`src/rtl/multicycle_controller.sv`:
```
// ---------------------------------------------------------------------------
// multicycle_controller
//
// Multicycle RV32I control unit. Each instruction is stepped through
// FETCH -> DECODE -> EXEC -> (MEM) -> (WB) over one shared memory port that
// uses a mem_req/mem_ready handshake. The opcode is captured in DECODE, and
// the per-state datapath enables are decoded from (state, latched opcode).
// HALT, illegal opcodes and memory-wait timeouts are reported through
// sticky flags.
//
// Ports:
//   clk, reset            rising-edge clock, synchronous active-high reset
//   opcode[6:0]           instruction[6:0], captured in DECODE
//   mem_ready             memory finishes the current request this cycle
//   mem_req/mem_we        memory request / write request
//   mem_is_fetch          current request is an instruction fetch
//   ir_write              load the instruction register (fetch completes)
//   pc_write              one-cycle PC update pulse at the end of an instruction
//   alu_src, alu_op[1:0], mem_to_reg, reg_write, mem_read
//                         datapath controls (single-cycle decoder meanings)
//   branch, jalr_sel, jal_signal, lui_signal, auipc_signal
//                         branch-unit and write-back selects
//   halted, illegal, timeout_err   sticky status flags
//   state[2:0]            FETCH=0 DECODE=1 EXEC=2 MEM=3 WB=4 HALT=5 ERROR=6
//   cycle_count, instret_count     performance counters (MC_PERF_CNT_EN only)
//
// Optional feature macro: MC_PERF_CNT_EN adds the two performance counters.
// ---------------------------------------------------------------------------
module multicycle_controller #(
    parameter int TIMEOUT_CYCLES = 16,
    parameter int TO_W           = 8,
    parameter int CNT_W          = 32
) (
    input  logic             clk,
    input  logic             reset,
    input  logic [6:0]       opcode,
    input  logic             mem_ready,
    output logic             mem_req,
    output logic             mem_we,
    output logic             mem_is_fetch,
    output logic             ir_write,
    output logic             pc_write,
    output logic             alu_src,
    output logic             mem_to_reg,
    output logic             reg_write,
    output logic             mem_read,
    output logic [1:0]       alu_op,
    output logic             branch,
    output logic             jalr_sel,
    output logic             jal_signal,
    output logic             lui_signal,
    output logic             auipc_signal,
    output logic             halted,
    output logic             illegal,
    output logic             timeout_err,
`ifdef MC_PERF_CNT_EN
    output logic [CNT_W-1:0] cycle_count,
    output logic [CNT_W-1:0] instret_count,
`endif
    output logic [2:0]       state
);

    typedef enum logic [2:0] {
        S_FETCH  = 3'd0,
        S_DECODE = 3'd1,
        S_EXEC   = 3'd2,
        S_MEM    = 3'd3,
        S_WB     = 3'd4,
        S_HALT   = 3'd5,
        S_ERROR  = 3'd6
    } state_t;

    localparam logic [6:0] OP_R     = 7'h33;
    localparam logic [6:0] OP_I     = 7'h13;
    localparam logic [6:0] OP_LW    = 7'h03;
    localparam logic [6:0] OP_SW    = 7'h23;
    localparam logic [6:0] OP_BR    = 7'h63;
    localparam logic [6:0] OP_JAL   = 7'h6F;
    localparam logic [6:0] OP_JALR  = 7'h67;
    localparam logic [6:0] OP_LUI   = 7'h37;
    localparam logic [6:0] OP_AUIPC = 7'h17;
    localparam logic [6:0] OP_HALT  = 7'h7F;

    // The watchdog is armed only for a nonzero limit that fits its counter
    // and a sane parameter set; TIMEOUT_CYCLES = 0 turns it off.
    localparam bit WD_EN = (TIMEOUT_CYCLES > 0) &&
                           (TIMEOUT_CYCLES < (64'd1 << TO_W)) &&
                           (CNT_W > 0);
    localparam logic [TO_W-1:0] WD_LIMIT = TO_W'(TIMEOUT_CYCLES);
    localparam logic [TO_W-1:0] WD_ONE   = TO_W'(1'b1);

    // Moore control word decoded from (state, latched opcode).
    // pc_write_rdy marks the SW completion pulse, which must wait for
    // mem_ready so that a stalled store produces exactly one pc_write.
    typedef struct packed {
        logic       mem_req;
        logic       mem_we;
        logic       mem_is_fetch;
        logic       pc_write;
        logic       pc_write_rdy;
        logic       alu_src;
        logic       mem_to_reg;
        logic       reg_write;
        logic       mem_read;
        logic [1:0] alu_op;
        logic       branch;
        logic       jalr_sel;
        logic       jal_signal;
        logic       lui_signal;
        logic       auipc_signal;
        logic       halted;
    } ctrl_t;

    function automatic ctrl_t decode_ctrl(input state_t st, input logic [6:0] op);
        ctrl_t c;
        c = '0;
        case (st)
            S_FETCH: begin
                c.mem_req      = 1'b1;
                c.mem_is_fetch = 1'b1;
            end
            S_DECODE: begin
                c.mem_req = 1'b0;
            end
            S_EXEC: begin
                c.jal_signal   = (op == OP_JAL);
                c.lui_signal   = (op == OP_LUI);
                c.auipc_signal = (op == OP_AUIPC);
                case (op)
                    OP_R: begin
                        c.alu_op = 2'b10;
                    end
                    OP_I: begin
                        c.alu_src = 1'b1;
                        c.alu_op  = 2'b10;
                    end
                    OP_LW, OP_SW: begin
                        c.alu_src = 1'b1;
                        c.alu_op  = 2'b00;
                    end
                    OP_BR: begin
                        // Branch resolves here, so the instruction ends in EXEC.
                        c.alu_op   = 2'b01;
                        c.branch   = 1'b1;
                        c.pc_write = 1'b1;
                    end
                    OP_JAL: begin
                        c.alu_op = 2'b10;
                    end
                    OP_JALR: begin
                        c.alu_src  = 1'b1;
                        c.alu_op   = 2'b10;
                        c.jalr_sel = 1'b1;
                    end
                    OP_LUI, OP_AUIPC: begin
                        c.alu_src = 1'b1;
                        c.alu_op  = 2'b00;
                    end
                    default: begin
                        c.alu_op = 2'b00;
                    end
                endcase
            end
            S_MEM: begin
                c.mem_req      = 1'b1;
                c.mem_we       = (op == OP_SW);
                c.mem_read     = (op == OP_LW);
                c.pc_write_rdy = (op == OP_SW);
            end
            S_WB: begin
                c.reg_write    = (op == OP_R)   || (op == OP_I)   || (op == OP_LW) ||
                                 (op == OP_JAL) || (op == OP_JALR) ||
                                 (op == OP_LUI) || (op == OP_AUIPC);
                c.mem_to_reg   = (op == OP_LW);
                c.pc_write     = 1'b1;
                c.jal_signal   = (op == OP_JAL);
                c.lui_signal   = (op == OP_LUI);
                c.auipc_signal = (op == OP_AUIPC);
            end
            S_HALT: begin
                c.halted = 1'b1;
            end
            S_ERROR: begin
                c.halted = 1'b0;
            end
            default: begin
                c = '0;
            end
        endcase
        return c;
    endfunction

    state_t          state_q, state_d;
    logic [6:0]      op_q, op_d;
    logic [TO_W-1:0] wd_q, wd_d;
    logic            illegal_q, illegal_d;
    logic            timeout_q, timeout_d;
    ctrl_t           ctrl_q;
    ctrl_t           ctrl_out_s;
    logic [TO_W-1:0] wd_inc_s;
    logic            wd_expire_s;
    logic            waiting_s;

    // Next-state, opcode capture, watchdog and sticky-flag logic.
    always_comb begin
        state_d   = state_q;
        op_d      = op_q;
        illegal_d = illegal_q;
        timeout_d = timeout_q;
        wd_inc_s  = wd_q + WD_ONE;
        // Expires on the wait cycle that brings the count up to the limit.
        wd_expire_s = WD_EN && (wd_inc_s == WD_LIMIT);
        waiting_s   = ((state_q == S_FETCH) || (state_q == S_MEM)) && !mem_ready;

        case (state_q)
            S_FETCH: begin
                if (mem_ready) begin
                    state_d = S_DECODE;
                end else if (wd_expire_s) begin
                    state_d   = S_ERROR;
                    timeout_d = 1'b1;
                end else begin
                    state_d = S_FETCH;
                end
            end
            S_DECODE: begin
                op_d = opcode;
                case (opcode)
                    OP_HALT: state_d = S_HALT;
                    OP_R, OP_I, OP_LW, OP_SW, OP_BR,
                    OP_JAL, OP_JALR, OP_LUI, OP_AUIPC: state_d = S_EXEC;
                    default: begin
                        state_d   = S_ERROR;
                        illegal_d = 1'b1;
                    end
                endcase
            end
            S_EXEC: begin
                if ((op_q == OP_LW) || (op_q == OP_SW)) begin
                    state_d = S_MEM;
                end else if (op_q == OP_BR) begin
                    state_d = S_FETCH;
                end else begin
                    state_d = S_WB;
                end
            end
            S_MEM: begin
                if (mem_ready) begin
                    state_d = (op_q == OP_LW) ? S_WB : S_FETCH;
                end else if (wd_expire_s) begin
                    state_d   = S_ERROR;
                    timeout_d = 1'b1;
                end else begin
                    state_d = S_MEM;
                end
            end
            S_WB: begin
                state_d = S_FETCH;
            end
            S_HALT: begin
                state_d = S_HALT;
            end
            S_ERROR: begin
                state_d = S_ERROR;
            end
            default: begin
                state_d = S_ERROR;
            end
        endcase

        // Watchdog restarts on every state change and counts memory waits.
        if (state_d != state_q) begin
            wd_d = '0;
        end else if (waiting_s && WD_EN) begin
            wd_d = wd_inc_s;
        end else begin
            wd_d = wd_q;
        end
    end

    // Controller state; the control word is registered from the next state
    // so the outputs come straight from flops.
    always_ff @(posedge clk) begin
        if (reset) begin
            state_q   <= S_FETCH;
            op_q      <= 7'h00;
            wd_q      <= '0;
            illegal_q <= 1'b0;
            timeout_q <= 1'b0;
            ctrl_q    <= decode_ctrl(S_FETCH, 7'h00);
        end else begin
            state_q   <= state_d;
            op_q      <= op_d;
            wd_q      <= wd_d;
            illegal_q <= illegal_d;
            timeout_q <= timeout_d;
            ctrl_q    <= decode_ctrl(state_d, op_d);
        end
    end

    // Output stage: everything reads 0 while reset is held, so a request
    // pending at reset never produces a write or pc_write pulse.
    always_comb begin
        if (reset) begin
            ctrl_out_s  = '0;
            state       = 3'd0;
            illegal     = 1'b0;
            timeout_err = 1'b0;
            ir_write    = 1'b0;
        end else begin
            ctrl_out_s  = ctrl_q;
            state       = state_q;
            illegal     = illegal_q;
            timeout_err = timeout_q;
            ir_write    = ctrl_q.mem_is_fetch & mem_ready;
        end
        mem_req      = ctrl_out_s.mem_req;
        mem_we       = ctrl_out_s.mem_we;
        mem_is_fetch = ctrl_out_s.mem_is_fetch;
        pc_write     = ctrl_out_s.pc_write | (ctrl_out_s.pc_write_rdy & mem_ready);
        alu_src      = ctrl_out_s.alu_src;
        mem_to_reg   = ctrl_out_s.mem_to_reg;
        reg_write    = ctrl_out_s.reg_write;
        mem_read     = ctrl_out_s.mem_read;
        alu_op       = ctrl_out_s.alu_op;
        branch       = ctrl_out_s.branch;
        jalr_sel     = ctrl_out_s.jalr_sel;
        jal_signal   = ctrl_out_s.jal_signal;
        lui_signal   = ctrl_out_s.lui_signal;
        auipc_signal = ctrl_out_s.auipc_signal;
        halted       = ctrl_out_s.halted;
    end

`ifdef MC_PERF_CNT_EN
    localparam logic [CNT_W-1:0] CNT_ONE = CNT_W'(1'b1);

    logic [CNT_W-1:0] cycle_count_q, cycle_count_d;
    logic [CNT_W-1:0] instret_count_q, instret_count_d;

    // Counter increments: running cycles and retired instructions.
    always_comb begin
        if ((state_q == S_HALT) || (state_q == S_ERROR)) begin
            cycle_count_d = cycle_count_q;
        end else begin
            cycle_count_d = cycle_count_q + CNT_ONE;
        end
        if (pc_write) begin
            instret_count_d = instret_count_q + CNT_ONE;
        end else begin
            instret_count_d = instret_count_q;
        end
    end

    // Performance counter registers, wrapping naturally.
    always_ff @(posedge clk) begin
        if (reset) begin
            cycle_count_q   <= '0;
            instret_count_q <= '0;
        end else begin
            cycle_count_q   <= cycle_count_d;
            instret_count_q <= instret_count_d;
        end
    end

    assign cycle_count   = reset ? '0 : cycle_count_q;
    assign instret_count = reset ? '0 : instret_count_q;
`endif

endmodule

```
`config.mk`:
```
export PLATFORM = sky130hd
export DESIGN_NAME = multicycle_controller
export DESIGN_NICKNAME = d
export VERILOG_FILES = /design/src/rtl/multicycle_controller.sv
export SDC_FILE = /design/constraint.sdc
export NUM_CORES = 1
export LEC_CHECK = 0
export CELL_PAD_IN_SITES_DETAIL_PLACEMENT = 0
export CELL_PAD_IN_SITES_GLOBAL_PLACEMENT = 2
export CORE_UTILIZATION = 32
export CTS_CLUSTER_SIZE = 16
export DETAILED_ROUTE_END_ITERATION = 7
export PLACE_DENSITY_LB_ADDON = 0.1
export SYNTH_ARGS = -nofsm -noshare
export SYNTH_HDL_FRONTEND = slang
export SYNTH_SLANG_ARGS = --single-unit
```
`constraint.sdc`:
```
create_clock -name clk -period 3.01 [get_ports clk]
set_input_delay 0.602 -clock clk [delete_from_list [all_inputs] [get_ports clk]]
set_output_delay 0.602 -clock clk [all_outputs]
set_load 0.03 [all_outputs]
```
== Word level (Yosys, flattened, before mapping) ==
Cells that the tools add are included.
Operators by class
  $add $sub $neg: 1
  eq/ne operators: 33
  mux-type cells: 23
  bitwise logic cells: 9
  reduce and logical (&&, ||, !) cells: 26
Operators with widths (number)
  $eq A7 B7 Y1 const B: 8
  $eq A7 B6 Y1 const B: 7
  $eq A7 B5 Y1 const B: 4
  $mux W3: 8
  $eq A7 B2 Y1 const B: 3
  $pmux W3 S6: 1
  $mux W17: 1
  $reduce_or A2 Y1: 8
  $eq A3 B2 Y1 const B: 4
  $eq A3 B3 Y1 const B: 4
  $reduce_or A10 Y1: 1
  $mux W1: 9
  $reduce_or A9 Y1: 1
  $add A8 B1 Y8 const B: 1
  $eq A8 B5 Y1 const B: 1
  $logic_or A1 B1 Y1: 8
  $mux W7: 1
  $logic_not A3 Y1: 2
  $not A1 Y1: 6
  $pmux W3 S2: 1
  $reduce_or A6 Y1: 1
  $pmux W2 S2: 1
  $reduce_or A4 Y1: 1
  $eq A3 B1 Y1 const B: 1
  8 further kinds: 9
Word-level totals
  flip-flop bits (word level): 36
  bits of input ports: 10
  output and inout port bits: 22
  logic and storage cells: 112

== Depth between registers and ports, before layout ==
  depth in word-level cells: 9
  gate-level depth with buffers: 8

== Worst setup path before layout ==
OpenSTA, ideal clock, no wires.
  path type: input-to-output
  start point: in reset
  end point: out ir_write
  arrival: 1.646 ns
  required time: 2.408 ns
  setup slack: 0.762 ns
  cell stages on the path: 3
  path buffers: 1
  path through: clkbuf_1 -> nor2b_1 -> and2_1
Between the ends
  cells in the longest elaborated chain, start to end: 1
Ends and longest elaborated chain
  start, declared: RTL line 35  | input logic reset,
  $mux W1: RTL line 304  | if (reset) begin
  end, declared: RTL line 41  | output logic ir_write,
No other way between the ends.

== Worst setup path after layout ==
  start point: in opcode[6]
  end point: reg wd_q[7]
Between the ends
  cells in the longest elaborated chain, start to end: 6
  elaborated cells on any way between the ends: 15
  those cells by class: 11 x eq/ne; 2 x mux; 2 x reduce/logical
Ends and longest elaborated chain
  start, declared: RTL line 36  | input logic [6:0] opcode,
  $eq A7 B6 Y1, or another cell as far along: RTL line 228  | case (opcode)
  $reduce_or A9 Y1
  $pmux W3 S2 *: RTL line 228
  $pmux W3 S6 *: RTL line 215  | case (state_q)
  $ne A3 B3 Y1 *: RTL line 272  | if (state_d != state_q) begin
  $reduce_or A2 Y1 (no source line) *
  end signal, assigned: RTL line 294  | wd_q <= wd_d;
  end, declared: RTL line 195  | logic [TO_W-1:0] wd_q, wd_d;
Every way passes the cells marked *; elsewhere a longest branch is shown, timed or not.
A chain may end at the register's enable or synchronous reset.

==> run_results.csv <==
group,metric,value,unit
min_path,hold_path.class,"flip-flop to flip-flop",
logic_synthesis,syn-cell-area,2001,um2
global_routing,antenna_found_initial,0,
floorplanning,die_w,81.07,um
sta,tightest_slew,0.7167,ns
worst_setup_path,cp_top_family,"simple AND/OR/NAND/NOR gates",
clock_network,cts-root-buf,"clkbuf_8",
layout,instances_no_fill,348,
worst_setup_path,crit_required,3.21,ns
logic_synthesis,yosysTopAreaCell,"dfxtp_1",
clock_network,ctsResizeCount,0,
layout,area_growth,24.14,%
place,dp_cells,340,
min_path,hp-start,"timeout_q",
floorplanning,die_area,6572,um2
global_routing,grt_pass1_vias,1554,
clock_network,clock_latency,0.29,ns
detailed_routing,wire_per_inst,14.77,um
worst_setup_path,cp_max_fo,8,
worst_setup_path,crit_end,"wd_q[7]",
job,cap_violations,0,
global_routing,overflow,0,
clock_network,path_clk_slew,0.07,ns
logic_synthesis,synthSimpleGateAreaFrac,32.02,%
logic_synthesis,yosysMostFrequentCell,"dfxtp_1",
logic_synthesis,synthTopCellsByCount,"35 x dfxtp_1, 28 x nand2_1, 23 x nor2b_1, 15 x nor2_1",
floorplanning,initial_core_util,33.40,%
detailed_routing,drtPass1Iterations,5,
logic_synthesis,async_flop_share,0,%
clock_network,cts_setup_buffers,0,
logic_synthesis,syn_inst,236,
clock_network,clock_path_buffers,2,
logic_synthesis,synth_fp_nets,247,
floorplanning,die_y,81.07,um
sta,max_slew_margin,52.22,%
worst_setup_path,end_kind,"flip-flop",
logic_synthesis,synth_top_family_by_area,"simple AND/OR/NAND/NOR gates",
sta,rsz0062_at_grt,"false",
logic_synthesis,ys_warn_count,0,
global_routing,grt_max_degree,24,
sta,fin_crit_sh,86.83,%
worst_setup_path,worstPathCellList,"clkdlybuf4s50_1 > and3_1 > nand2_1 > o21bai_1 > a221o_1 > or3_1 > a211oi_1",
global_routing,track_usage,16.76,%
layout,drive_gt1_share,20.15,%
worst_setup_path,max_stage_delay,0.52,ns
detailed_routing,ant_nets,0,
detailed_routing,drt_iter0_drc,99,
run_status,status,"finished, final reports clean",
detailed_routing,drc,0,
place,place_hpwl,3.811,mm
sta,tns,0,ns
logic_synthesis,ys_seq_elements,35,
worst_setup_path,cp_num_buf_inv,1,
detailed_routing,drt-total-wl,5.139,mm
layout,final_util,41.46,%
logic_synthesis,ys_types,59,
logic_synthesis,yosys_most_used_dff,"dfxtp_1",
detailed_routing,vias,1809,
logic_synthesis,synth-edff-count,0,
worst_setup_path,crit_start,"opcode[6]",
power_and_ir_drop,ir_worst_vdd,0.2553,mV
worst_setup_path,r2r_slack,0.51,ns
sta,skew,0.006209,ns
worst_setup_path,arrival,2.81,ns
worst_setup_path,reg2reg_depth,5,
logic_synthesis,synthAdderAreaFrac,0.6254,%
logic_synthesis,synthMuxAreaShare,5.253,%
logic_synthesis,synth_compound_area_share,20.33,%
floorplanning,num_io_pins,32,
sta,min_period,2.613,ns
logic_synthesis,synth_area_leaders,"dfxtp_1 35%, nor2b_1 7.2%, nand2_1 5.3%",
sta,fmax,382.6,MHz
worst_setup_path,path_class,"primary input to flip-flop",
detailed_routing,viasPerCell,5.198,
worst_setup_path,reg2reg_from,"state_q[1]",
layout,nets,283,
sta,drv_slew,0,
place,port-buffer-count,31,
layout,diodes,0,
sta,hold_viol_final,0,
clock_network,cts_hold_buf,0,
place,place_congestion,0.7919,
power_and_ir_drop,leakage,0.9339,nW
floorplanning,core-area,5991,um2
worst_setup_path,cpMaxStageDelayCell,"clkdlybuf4s50_1",
power_and_ir_drop,p_per_area,477.5,nW/um2
logic_synthesis,seq_area_frac_synth,35.02,%
floorplanning,rows,28,
clock_network,htreeDepth,2,
logic_synthesis,syn_avg_cell_area,8.477,um2
global_routing,grt_first_pass_wirelength,8.217,mm
logic_synthesis,synth_xor_area_share,3.877,%
worst_setup_path,cp.depth,7,
sta,setup_viol,0,
clock_network,tritoncts,"built",
worst_setup_path,reg2reg_to,"wd_q[7]",
logic_synthesis,yosysTopAreaCellShare,35.02,%
worst_setup_path,cp-start-kind,"primary input",
clock_network,cts_made_buffers,5,
clock_network,clkSinkCount,35,
[worst register-to-register path: stages, from the launching register on]
cell      delay (ns)
dfxtp_1         0.58
or4b_2          0.62
or4_1           0.45
o311a_1         0.25
xnor2_2         0.38
a211oi_1        0.09
[worst min path at each step]
stage                            to  slack, ns  cells after the start
after floorplan           illegal_q       0.43                      2
after global placement    timeout_q       0.45                      2
after detailed placement  illegal_q       0.46                      2
after CTS                 timeout_q       0.48                      2
after global routing      illegal_q       0.50                      2
final                     timeout_q       0.47                      2
[cell families after synthesis]
logic type / Yosys count
fa+ha+maj: 1
flops: 35
xor+xnor: 8
buf+inv: 13
simple gates: 116
compound gates: 53
mux: 10
[sequential cells by signal (all words and copies together) (netlist names)]
name       count
wd_q           8
state_q        3
illegal_q      1
ctrl_q        15
timeout_q      1
op_q           7
[cell type report]
class | count | area (um2)
clock buffer | 5 | 68.82
clock inverter | 3 | 43.79
fill | 626 | 3507
inverter | 1 | 3.754
multi-input combinational | 188 | 1242
sequential | 35 | 700.7
tap | 75 | 93.84
timing repair buffer | 41 | 330.3
[power breakdown]
group / internal (mW) / switching (mW) / total (mW) / leakage [nW]
registers: 0.483 / 0.0153 / 0.498 / 0.283
clock network: 0.246 / 0.177 / 0.423 / 0.0581
logic: 0.101 / 0.164 / 0.265 / 0.592
total: 0.830 / 0.356 / 1.19 / 0.934
[layout by cell type (no fill, tap or decap), types with 4 or more instances in the layout]
cell             instances
clkbuf_8                 5
a21oi_1                 11
mux2_2                   4
nor2b_1                 23
nand3_1                 11
buf_4                   32
nor2_1                  15
a211oi_1                10
or3_1                    5
mux2i_1                  6
nand2_1                 28
xnor2_1                  6
nor3_1                  11
clkdlybuf4s50_1          9
dfxtp_1                 35
[metrics by stage]
step	hold slack (ns)	area, um2	setup slack (ns)	power (mW)
floorplan	0.4290	2001	0.7617	0.6848
global placement	0.4472	2371	0.1786	0.7755
detailed placement	0.4552	2371	0.1554	0.7704
CTS	0.4761	2484	0.4264	1.201
global route	0.5020	2484	0.2749	1.249
finish	0.4670	2484	0.3965	1.186
[layer usage]
layer | wire length, um | vias up | part of all wire [%] | global-route usage [%]
li1 | - | 931 | - | -
met1 | 2746 | 831 | 53 | 24.51
met2 | 2122 | 40 | 41 | 23.78
met3 | 196 | 7 | 3.8 | 3.596
met4 | 74 | 0 | 1.4 | 5.893
met5 | 0 | - | 0 | 0
(Power assumes the default switching activity.)
